File: config.mk
export PLATFORM = sky130hd
export DESIGN_NAME = ex_extgen_pipe
export DESIGN_NICKNAME = d
export VERILOG_FILES = /design/src/rtl/ex_extgen_pkg.sv /design/src/rtl/ex_extgen_core.sv /design/src/rtl/ex_extgen_pipe.sv
export SDC_FILE = /design/constraint.sdc
export NUM_CORES = 1
export LEC_CHECK = 0
export ABC_AREA = 1
export CORE_MARGIN = 1.5
export CORE_UTILIZATION = 38
export CTS_BUF_LIST = sky130_fd_sc_hd__clkbuf_4
export CTS_CLUSTER_DIAMETER = 100
export DETAILED_ROUTE_END_ITERATION = 16
export DONT_BUFFER_PORTS = 1
export GPL_ROUTABILITY_DRIVEN = 0
export PLACE_DENSITY = 0.62
export SLEW_MARGIN = 25
export SYNTH_ARGS = -nofsm -noshare
export SYNTH_HDL_FRONTEND = slang
export SYNTH_SLANG_ARGS = --single-unit
File: constraint.sdc
create_clock -name clk -period 4.3 [get_ports clk]
set_input_delay 0.43 -clock clk [delete_from_list [all_inputs] [get_ports clk]]
set_output_delay 0.43 -clock clk [all_outputs]
set_load 0.1 [all_outputs]
File: src/rtl/ex_extgen_pkg.sv
// Shared definitions for the EX-stage result extension unit: mode codes,
// default datapath width and the zero-dword constant.
package ex_extgen_pkg;

  localparam int unsigned EXT_MODE_W         = 3;
  localparam int unsigned EXT_DATA_W_DEFAULT = 64;
  localparam int unsigned EXT_OCC_W          = 2;

  localparam logic [63:0] EXT_ZERO_DWORD = 64'h0;

  localparam logic [EXT_MODE_W-1:0] EXT_MODE_PASS = 3'b000;
  localparam logic [EXT_MODE_W-1:0] EXT_MODE_SB   = 3'b001;
  localparam logic [EXT_MODE_W-1:0] EXT_MODE_SH   = 3'b010;
  localparam logic [EXT_MODE_W-1:0] EXT_MODE_SW   = 3'b011;
  localparam logic [EXT_MODE_W-1:0] EXT_MODE_ZERO = 3'b100;
  localparam logic [EXT_MODE_W-1:0] EXT_MODE_ZB   = 3'b101;
  localparam logic [EXT_MODE_W-1:0] EXT_MODE_ZH   = 3'b110;
  localparam logic [EXT_MODE_W-1:0] EXT_MODE_ZW   = 3'b111;

endpackage

File: src/rtl/ex_extgen_core.sv
// Combinational mode -> extended-data function. On a 32-bit datapath the
// word modes collapse to pass-through.
module ex_extgen_core
  import ex_extgen_pkg::*;
#(
  parameter int unsigned DATA_W = EXT_DATA_W_DEFAULT
) (
  input  logic [EXT_MODE_W-1:0] mode_i,
  input  logic [DATA_W-1:0]     data_i,
  output logic [DATA_W-1:0]     data_o
);

  logic [DATA_W-1:0] sb, sh, sw, zb, zh, zw;

  assign sb = {{(DATA_W-8){data_i[7]}}, data_i[7:0]};
  assign sh = {{(DATA_W-16){data_i[15]}}, data_i[15:0]};
  assign zb = {{(DATA_W-8){1'b0}}, data_i[7:0]};
  assign zh = {{(DATA_W-16){1'b0}}, data_i[15:0]};

  // Word extension only exists when there are bits above 31
  if (DATA_W > 32) begin : g_word_ext
    assign sw = {{(DATA_W-32){data_i[31]}}, data_i[31:0]};
    assign zw = {{(DATA_W-32){1'b0}}, data_i[31:0]};
  end else begin : g_word_pass
    assign sw = data_i;
    assign zw = data_i;
  end

  always_comb begin
    data_o = '0;
    case (mode_i)
      EXT_MODE_PASS: data_o = data_i;
      EXT_MODE_SB:   data_o = sb;
      EXT_MODE_SH:   data_o = sh;
      EXT_MODE_SW:   data_o = sw;
      EXT_MODE_ZERO: data_o = '0;
      EXT_MODE_ZB:   data_o = zb;
      EXT_MODE_ZH:   data_o = zh;
      EXT_MODE_ZW:   data_o = zw;
      default:       data_o = '0;
    endcase
  end

endmodule

File: src/rtl/ex_extgen_pipe.sv
// EX-stage result extension unit: extends the incoming value by mode and
// buffers extended data plus tag in a 2-entry skid FIFO toward MEM.
module ex_extgen_pipe
  import ex_extgen_pkg::*;
#(
  parameter int unsigned DATA_W = EXT_DATA_W_DEFAULT,
  parameter int unsigned TAG_W  = 5
) (
  input  logic                  clk,
  input  logic                  rst,
  input  logic                  flush_i,
  input  logic                  in_valid_i,
  output logic                  in_ready_o,
  input  logic [EXT_MODE_W-1:0] in_mode_i,
  input  logic [DATA_W-1:0]     in_data_i,
  input  logic [TAG_W-1:0]      in_tag_i,
  output logic                  out_valid_o,
  input  logic                  out_ready_i,
  output logic [DATA_W-1:0]     out_data_o,
  output logic [TAG_W-1:0]      out_tag_o,
  output logic [EXT_OCC_W-1:0]  occupancy_o
);

  localparam logic [EXT_OCC_W-1:0] OCC_FULL  = EXT_OCC_W'(2);
  localparam logic [EXT_OCC_W-1:0] OCC_EMPTY = EXT_OCC_W'(0);

  logic [DATA_W-1:0]    ext_data;
  logic [DATA_W-1:0]    data_q [2];
  logic [DATA_W-1:0]    data_d [2];
  logic [TAG_W-1:0]     tag_q  [2];
  logic [TAG_W-1:0]     tag_d  [2];
  logic                 rd_ptr_q, rd_ptr_d;
  logic                 wr_ptr_q, wr_ptr_d;
  logic [EXT_OCC_W-1:0] occ_q, occ_d;
  logic                 push, pop;

  ex_extgen_core #(
    .DATA_W (DATA_W)
  ) u_core (
    .mode_i (in_mode_i),
    .data_i (in_data_i),
    .data_o (ext_data)
  );

  // Handshake status decoded from the occupancy register only
  assign in_ready_o  = (occ_q != OCC_FULL);
  assign out_valid_o = (occ_q != OCC_EMPTY);
  assign occupancy_o = occ_q;
  assign out_data_o  = data_q[rd_ptr_q];
  assign out_tag_o   = tag_q[rd_ptr_q];

  assign push = in_valid_i && in_ready_o && !flush_i;
  assign pop  = out_valid_o && out_ready_i && !flush_i;

  always_comb begin
    data_d   = data_q;
    tag_d    = tag_q;
    rd_ptr_d = rd_ptr_q;
    wr_ptr_d = wr_ptr_q;
    occ_d    = occ_q;
    if (flush_i) begin
      rd_ptr_d = 1'b0;
      wr_ptr_d = 1'b0;
      occ_d    = OCC_EMPTY;
    end else begin
      if (push) begin
        data_d[wr_ptr_q] = ext_data;
        tag_d[wr_ptr_q]  = in_tag_i;
        wr_ptr_d         = ~wr_ptr_q;
      end
      if (pop) begin
        rd_ptr_d = ~rd_ptr_q;
      end
      occ_d = occ_q + EXT_OCC_W'(push) - EXT_OCC_W'(pop);
    end
  end

  always_ff @(posedge clk or posedge rst) begin
    if (rst) begin
      data_q[0] <= DATA_W'(EXT_ZERO_DWORD);
      data_q[1] <= DATA_W'(EXT_ZERO_DWORD);
      tag_q[0]  <= '0;
      tag_q[1]  <= '0;
      rd_ptr_q  <= 1'b0;
      wr_ptr_q  <= 1'b0;
      occ_q     <= OCC_EMPTY;
    end else begin
      data_q    <= data_d;
      tag_q     <= tag_d;
      rd_ptr_q  <= rd_ptr_d;
      wr_ptr_q  <= wr_ptr_d;
      occ_q     <= occ_d;
    end
  end

endmodule

Word level (Yosys, flattened, before mapping). Cells that the tools add are included.

Input port bits: 77. Flip-flop bits (word level): 142. Output and inout bits: 73. Logic and storage cells: 54.

Eq/ne operators: 8. Reduce and logical (&&, ||, !) cells: 11. Bitwise operators: 5. $add $sub $neg: 2. Mux-type cells: 18. $lt $le $gt $ge: 3.

Operators by type and width (number): case mux 64 bit (8 select lines) (1); 2-to-1 mux 64 bit (4); bitwise mux 128 bit (1); demux 64 bit (select 1 bit) (1); 2-to-1 mux 5 bit (4); equality test 3 bit, second input constant (4); bitwise mux 10 bit (1); equality test 3 x 2 -> 1 bit, second input constant (2); nonzero test 2 bit (3); demux 5 bit (select 1 bit) (1); logical AND 1 bit (5); greater-or-equal comparator 2 bit, second input constant (2); 2-to-1 mux 1 bit (4); inverter 1 -> 2 bit (2); equality test 3 x 1 -> 1 bit, second input constant (1); logical NOT 3 bit (1); inverter 1 bit (3); adder 2 x 1 -> 2 bit (1); less-than comparator 2 x 1 -> 1 bit, second input constant (1); 2-to-1 mux 2 bit (1); inequality test 2 bit, second input constant (1); AND reduction 2 bit (1); subtractor 2 x 1 -> 2 bit (1); logical NOT 1 bit (1).

Longest topological paths before layout.
Depth after elaboration: 6. Gate-level depth with buffers: 9. Gate-level depth less buffers: 8.

Hierarchy. From an unflattened synthesis, not the netlist that was laid out.

Cells, all modules: 1052. Area total of the unflattened synthesis: 7340.8 um2.

Modules (own cells, without submodules): ex_extgen_pipe (sequential area each 3553.4 um2, times used 1, cells an instance 845, area each 6451.2 um2); ex_extgen_core (sequential area each 0.0 um2, times used 1, cells an instance 207, area each 889.6 um2).

Least setup slack after synthesis. OpenSTA, ideal clock, no wires.

Path type: register -> output. From: reg rd_ptr_q. To: out out_tag_o[3]. Path slack: 0.995 ns. Data required time: 3.870 ns. Path buffers: 2. Cell stages (with the launch flop): 4. Data arrival time: 2.875 ns. Cell sequence: dfrtp_1 clkbuf_1 clkbuf_1 o21ai_0.

Longest elaborated chain between the ends: 4.

RTL lines: from (decl) (RTL line ex_extgen_pipe.sv:32) `logic rd_ptr_q, rd_ptr_d;`; from (signal assigned) (RTL line ex_extgen_pipe.sv:90) `rd_ptr_q <= rd_ptr_d;`; inverter 1 -> 2 bit (not written as such) (RTL line ex_extgen_pipe.sv:50) `assign out_tag_o = tag_q[rd_ptr_q];`; 2-to-1 mux 5 bit (not written as such) (3 in series) (RTL line ex_extgen_pipe.sv:50); to (decl) (RTL line ex_extgen_pipe.sv:20) `output logic [TAG_W-1:0] out_tag_o,`.

Every way passes these cells. The select of a mux whose other input is x is not followed.

Worst setup path in the final report.
From: reg rd_ptr_q. To: out out_data_o[63].

Longest elaborated chain between the ends: 4.

RTL lines: inverter 1 -> 2 bit (not written as such) (RTL line ex_extgen_pipe.sv:49) `assign out_data_o = data_q[rd_ptr_q];`; 2-to-1 mux 64 bit (not written as such) (3 in series) (RTL line ex_extgen_pipe.sv:49); to (decl) (RTL line ex_extgen_pipe.sv:19) `output logic [DATA_W-1:0] out_data_o,`.

Every way passes these cells. The select of a mux whose other input is x is not followed.

==> impl_metrics.env <==
export IMPL_status="completed"
export IMPL_cap_violations=0
export IMPL_synth_fp_nets=1052
export IMPL_grt_pass1_vias=5443
export IMPL_drtPass1Iterations=5
export IMPL_grt_pass1_wl_mm=28.42
export IMPL_cts_tree="built"
export IMPL_holdBufCountCts=7
export IMPL_crit_fanout=51
export IMPL_wl_mm=18.24
export IMPL_numCtsBuffers=17
export IMPL_critical_path_arrival_ps=2980
export IMPL_path_clk_slew_ps=120
export IMPL_place_area_sq_um=7116
export IMPL_period_share_pct=79.30
export IMPL_crit_path_start_kind="flop"
export IMPL_drive_above_1_share_pct=7.549
export IMPL_final_common_cell="nand2_1"
export IMPL_ys_types=22
export IMPL_die_width_um=137.7
export IMPL_skew_ps=16.67
export IMPL_cts_max_level=4
export IMPL_drv_slew=0
export IMPL_cts_resized=0
export IMPL_syn_instance_count=973
export IMPL_use_met3_pct=4.636
export IMPL_dpl_hpwl_mm=10.96
export IMPL_ys_seq_elements=142
export IMPL_grtUsageMet1_pct=26.70
export IMPL_min_path_type="in -> reg"
export IMPL_synth_yosys_warnings=0
export IMPL_cp_slowest_cell="dfrtp_4"
export IMPL_criticalPathCategory="reg -> out"
export IMPL_setup_viol=0
export IMPL_finalHoldViolCount=0
export IMPL_drtAntennaViolNets=0
export IMPL_cts_buffer_depth=2
export IMPL_final_nets=1033
export IMPL_period_minus_slack_ps=3410
export IMPL_grt_busiest_layer="met2"
export IMPL_root_buffer="clkbuf_4"
export IMPL_fill_cells=1921
export IMPL_grt_start_max_net_pins=91
export IMPL_irDropWorstVdd_uv=343.5
export IMPL_remaining_drc_errors=0
export IMPL_dp_cells=1157
export IMPL_die_height_um=137.7
export IMPL_critPathRequiredTime_ps=3870
export IMPL_core_area_sq_um=17900
export IMPL_grt_usage_pct=19.82
export IMPL_postLayoutCellArea_sq_um=7445
export IMPL_crit_chain="buf_4 -> nand2_1 -> nand2_1"
export IMPL_critPathMaxStageDelay_ps=860
export IMPL_antenna_found_initial=1
export IMPL_final_cell_count_no_fill=1197
export IMPL_area_growth_pct=7.966
export IMPL_wire_per_inst_um=15.24
export IMPL_synth_avg_cell_area_sq_um=7.087
export IMPL_via_per_inst=4.881
export IMPL_p_leak_nw=4.234
export IMPL_grt_ovfl_total=0
export IMPL_worstMarginPinSlew_ps=1106
export IMPL_vias=5842
export IMPL_most_common_layout_cells="626 x nand2_1, 141 x dfrtp_1, 39 x inv_1"
export IMPL_portBuffers=0
export IMPL_clk_latency_ps=530
export IMPL_initial_core_util_pct=38.52
export IMPL_yosysTopAreaCellShare_pct=51.53
export IMPL_drt_iter0_drc=320
export IMPL_relSlewSlack_pct=26.29
export IMPL_syn_area_sq_um=6895
export IMPL_rsz0062_at_grt="no"
export IMPL_cts_setup_buffers=0
export IMPL_setup_tns_ps=0
export IMPL_io_pin_count=150
export IMPL_seq_area_frac_synth_pct=51.53
export IMPL_synth_top_cells_by_area="dfrtp_1 52%, nand2_1 34%, o21ai_0 3.2%, nand3_1 2.5%, inv_1 2.2%"
export IMPL_std_cell_rows=49
export IMPL_crit_top_cell="nand2_1"
export IMPL_worstSetupEndpointType="output port"
export IMPL_power_density_nw_per_um2=689.2
export IMPL_use_met2_pct=31.64
export IMPL_fmax_mhz=293.3
export IMPL_die_area_sq_um=18960
export IMPL_synth_top_area_cell="dfrtp_1"
export IMPL_cts_sinks=142
==> synth_stat cells <==
cell / n
buf_4: 7
buf_6: 2
buf_1: 3
a21oi_1: 1
nor2_4: 3
nand2_1: 626
ha_1: 2
nand3_1: 35
clkbuf_1: 32
dfrtp_1: 142
xor2_1: 1
inv_1: 40
xnor2_1: 1
nand2_2: 2
or2_2: 1
o21ai_0: 44
buf_2: 10
a21boi_2: 1
nor2_1: 14
inv_2: 4
nor2_2: 1
nor3_1: 1
==> final timing paths <==
kind / from / endpoint / slack (ps) / depth (start not counted)
max in group asynchronous: rst / data_q[91] / 2850 / 3
setup / recovery: rd_ptr_q / out_data_o[63] / 890 / 3
hold reg to reg: data_q[10] / data_q[10] / 480 / 2
hold / removal: flush_i / wr_ptr_q / 80 / 3
min in group asynchronous: rst / data_q[46] / 490 / 2
setup reg to reg: occupancy_o[0] / data_q[64] / 1950 / 7
==> power by group <==
part           internal (mW)  total (mW)  switching (mW)
clock                  0.231       0.720           0.489
combinational          0.315        2.47            2.15
sequential              1.72        1.94           0.227
total                   2.26        5.13            2.87
==> metal layers <==
metal | part of all wire (%) | vias up | wire, um
met5 | 0 | - | 0
met2 | 48 | 152 | 8754
met1 | 45 | 2772 | 8285
met3 | 5.0 | 19 | 915
met4 | 1.5 | 0 | 282
li1 | - | 2899 | -
==> stage by stage <==
| step | total power [mW] | worst slack [ps] | util [%] | hold slack (ps) |
|---|---|---|---|---|
| after CTS | 5.164 | 871.7 | 41.36 | 10.29 |
| after detailed placement | 4.424 | 1516 | 39.75 | 459.0 |
| after global routing | 5.428 | 666.1 | 41.59 | 35.81 |
| after floorplan | 4.131 | 60.43 | - | 441.7 |
| final | 5.131 | 890.3 | 41.59 | 76.11 |
| after global placement | 4.385 | 1578 | 39.55 | 456.3 |
==> final cells by class <==
class | count | area, sq um | area share [%]
inverters | 44 | 170.2 | 2.286
diodes | 1 | 2.502 | 0.03361
clock buffers | 19 | 142.6 | 1.916
flip-flops and latches | 142 | 3557 | 47.78
multi-input cells | 733 | 3072 | 41.26
clock inverters | 13 | 76.32 | 1.025
repair buffers | 16 | 137.6 | 1.849
well taps | 229 | 286.5 | 3.849
==> registers in the layout (all words and copies together) (netlist names) <==
name	cells
tag_q	10
data_q	128
wr_ptr_q	1
rd_ptr_q	1
occupancy_o	2
==> worst max-delay path: cells and delay by family, from the launching register on <==
kind | cells | cell delay, ps
flip-flops | 1 | 860
buffers and inverters | 1 | 650
AND/OR/NAND/NOR | 2 | 870
==> logic make-up (layout without fill, tap and decap cells) <==
logic type               after synthesis  in the layout  share of synthesized area (%)
AO/OA/AOI/OAI                         46             46                          3.429
XOR/XNOR                               2              2                         0.2541
adder cells (fa/ha/maj)                2              2                         0.3629
buffers and inverters                 98             92                          6.115
flip-flops                           142            142                          51.53
other                                  0              1                              0
AND/OR/NAND/NOR                      683            683                          38.31
Note: power is estimated with default switching activity, not from simulation.
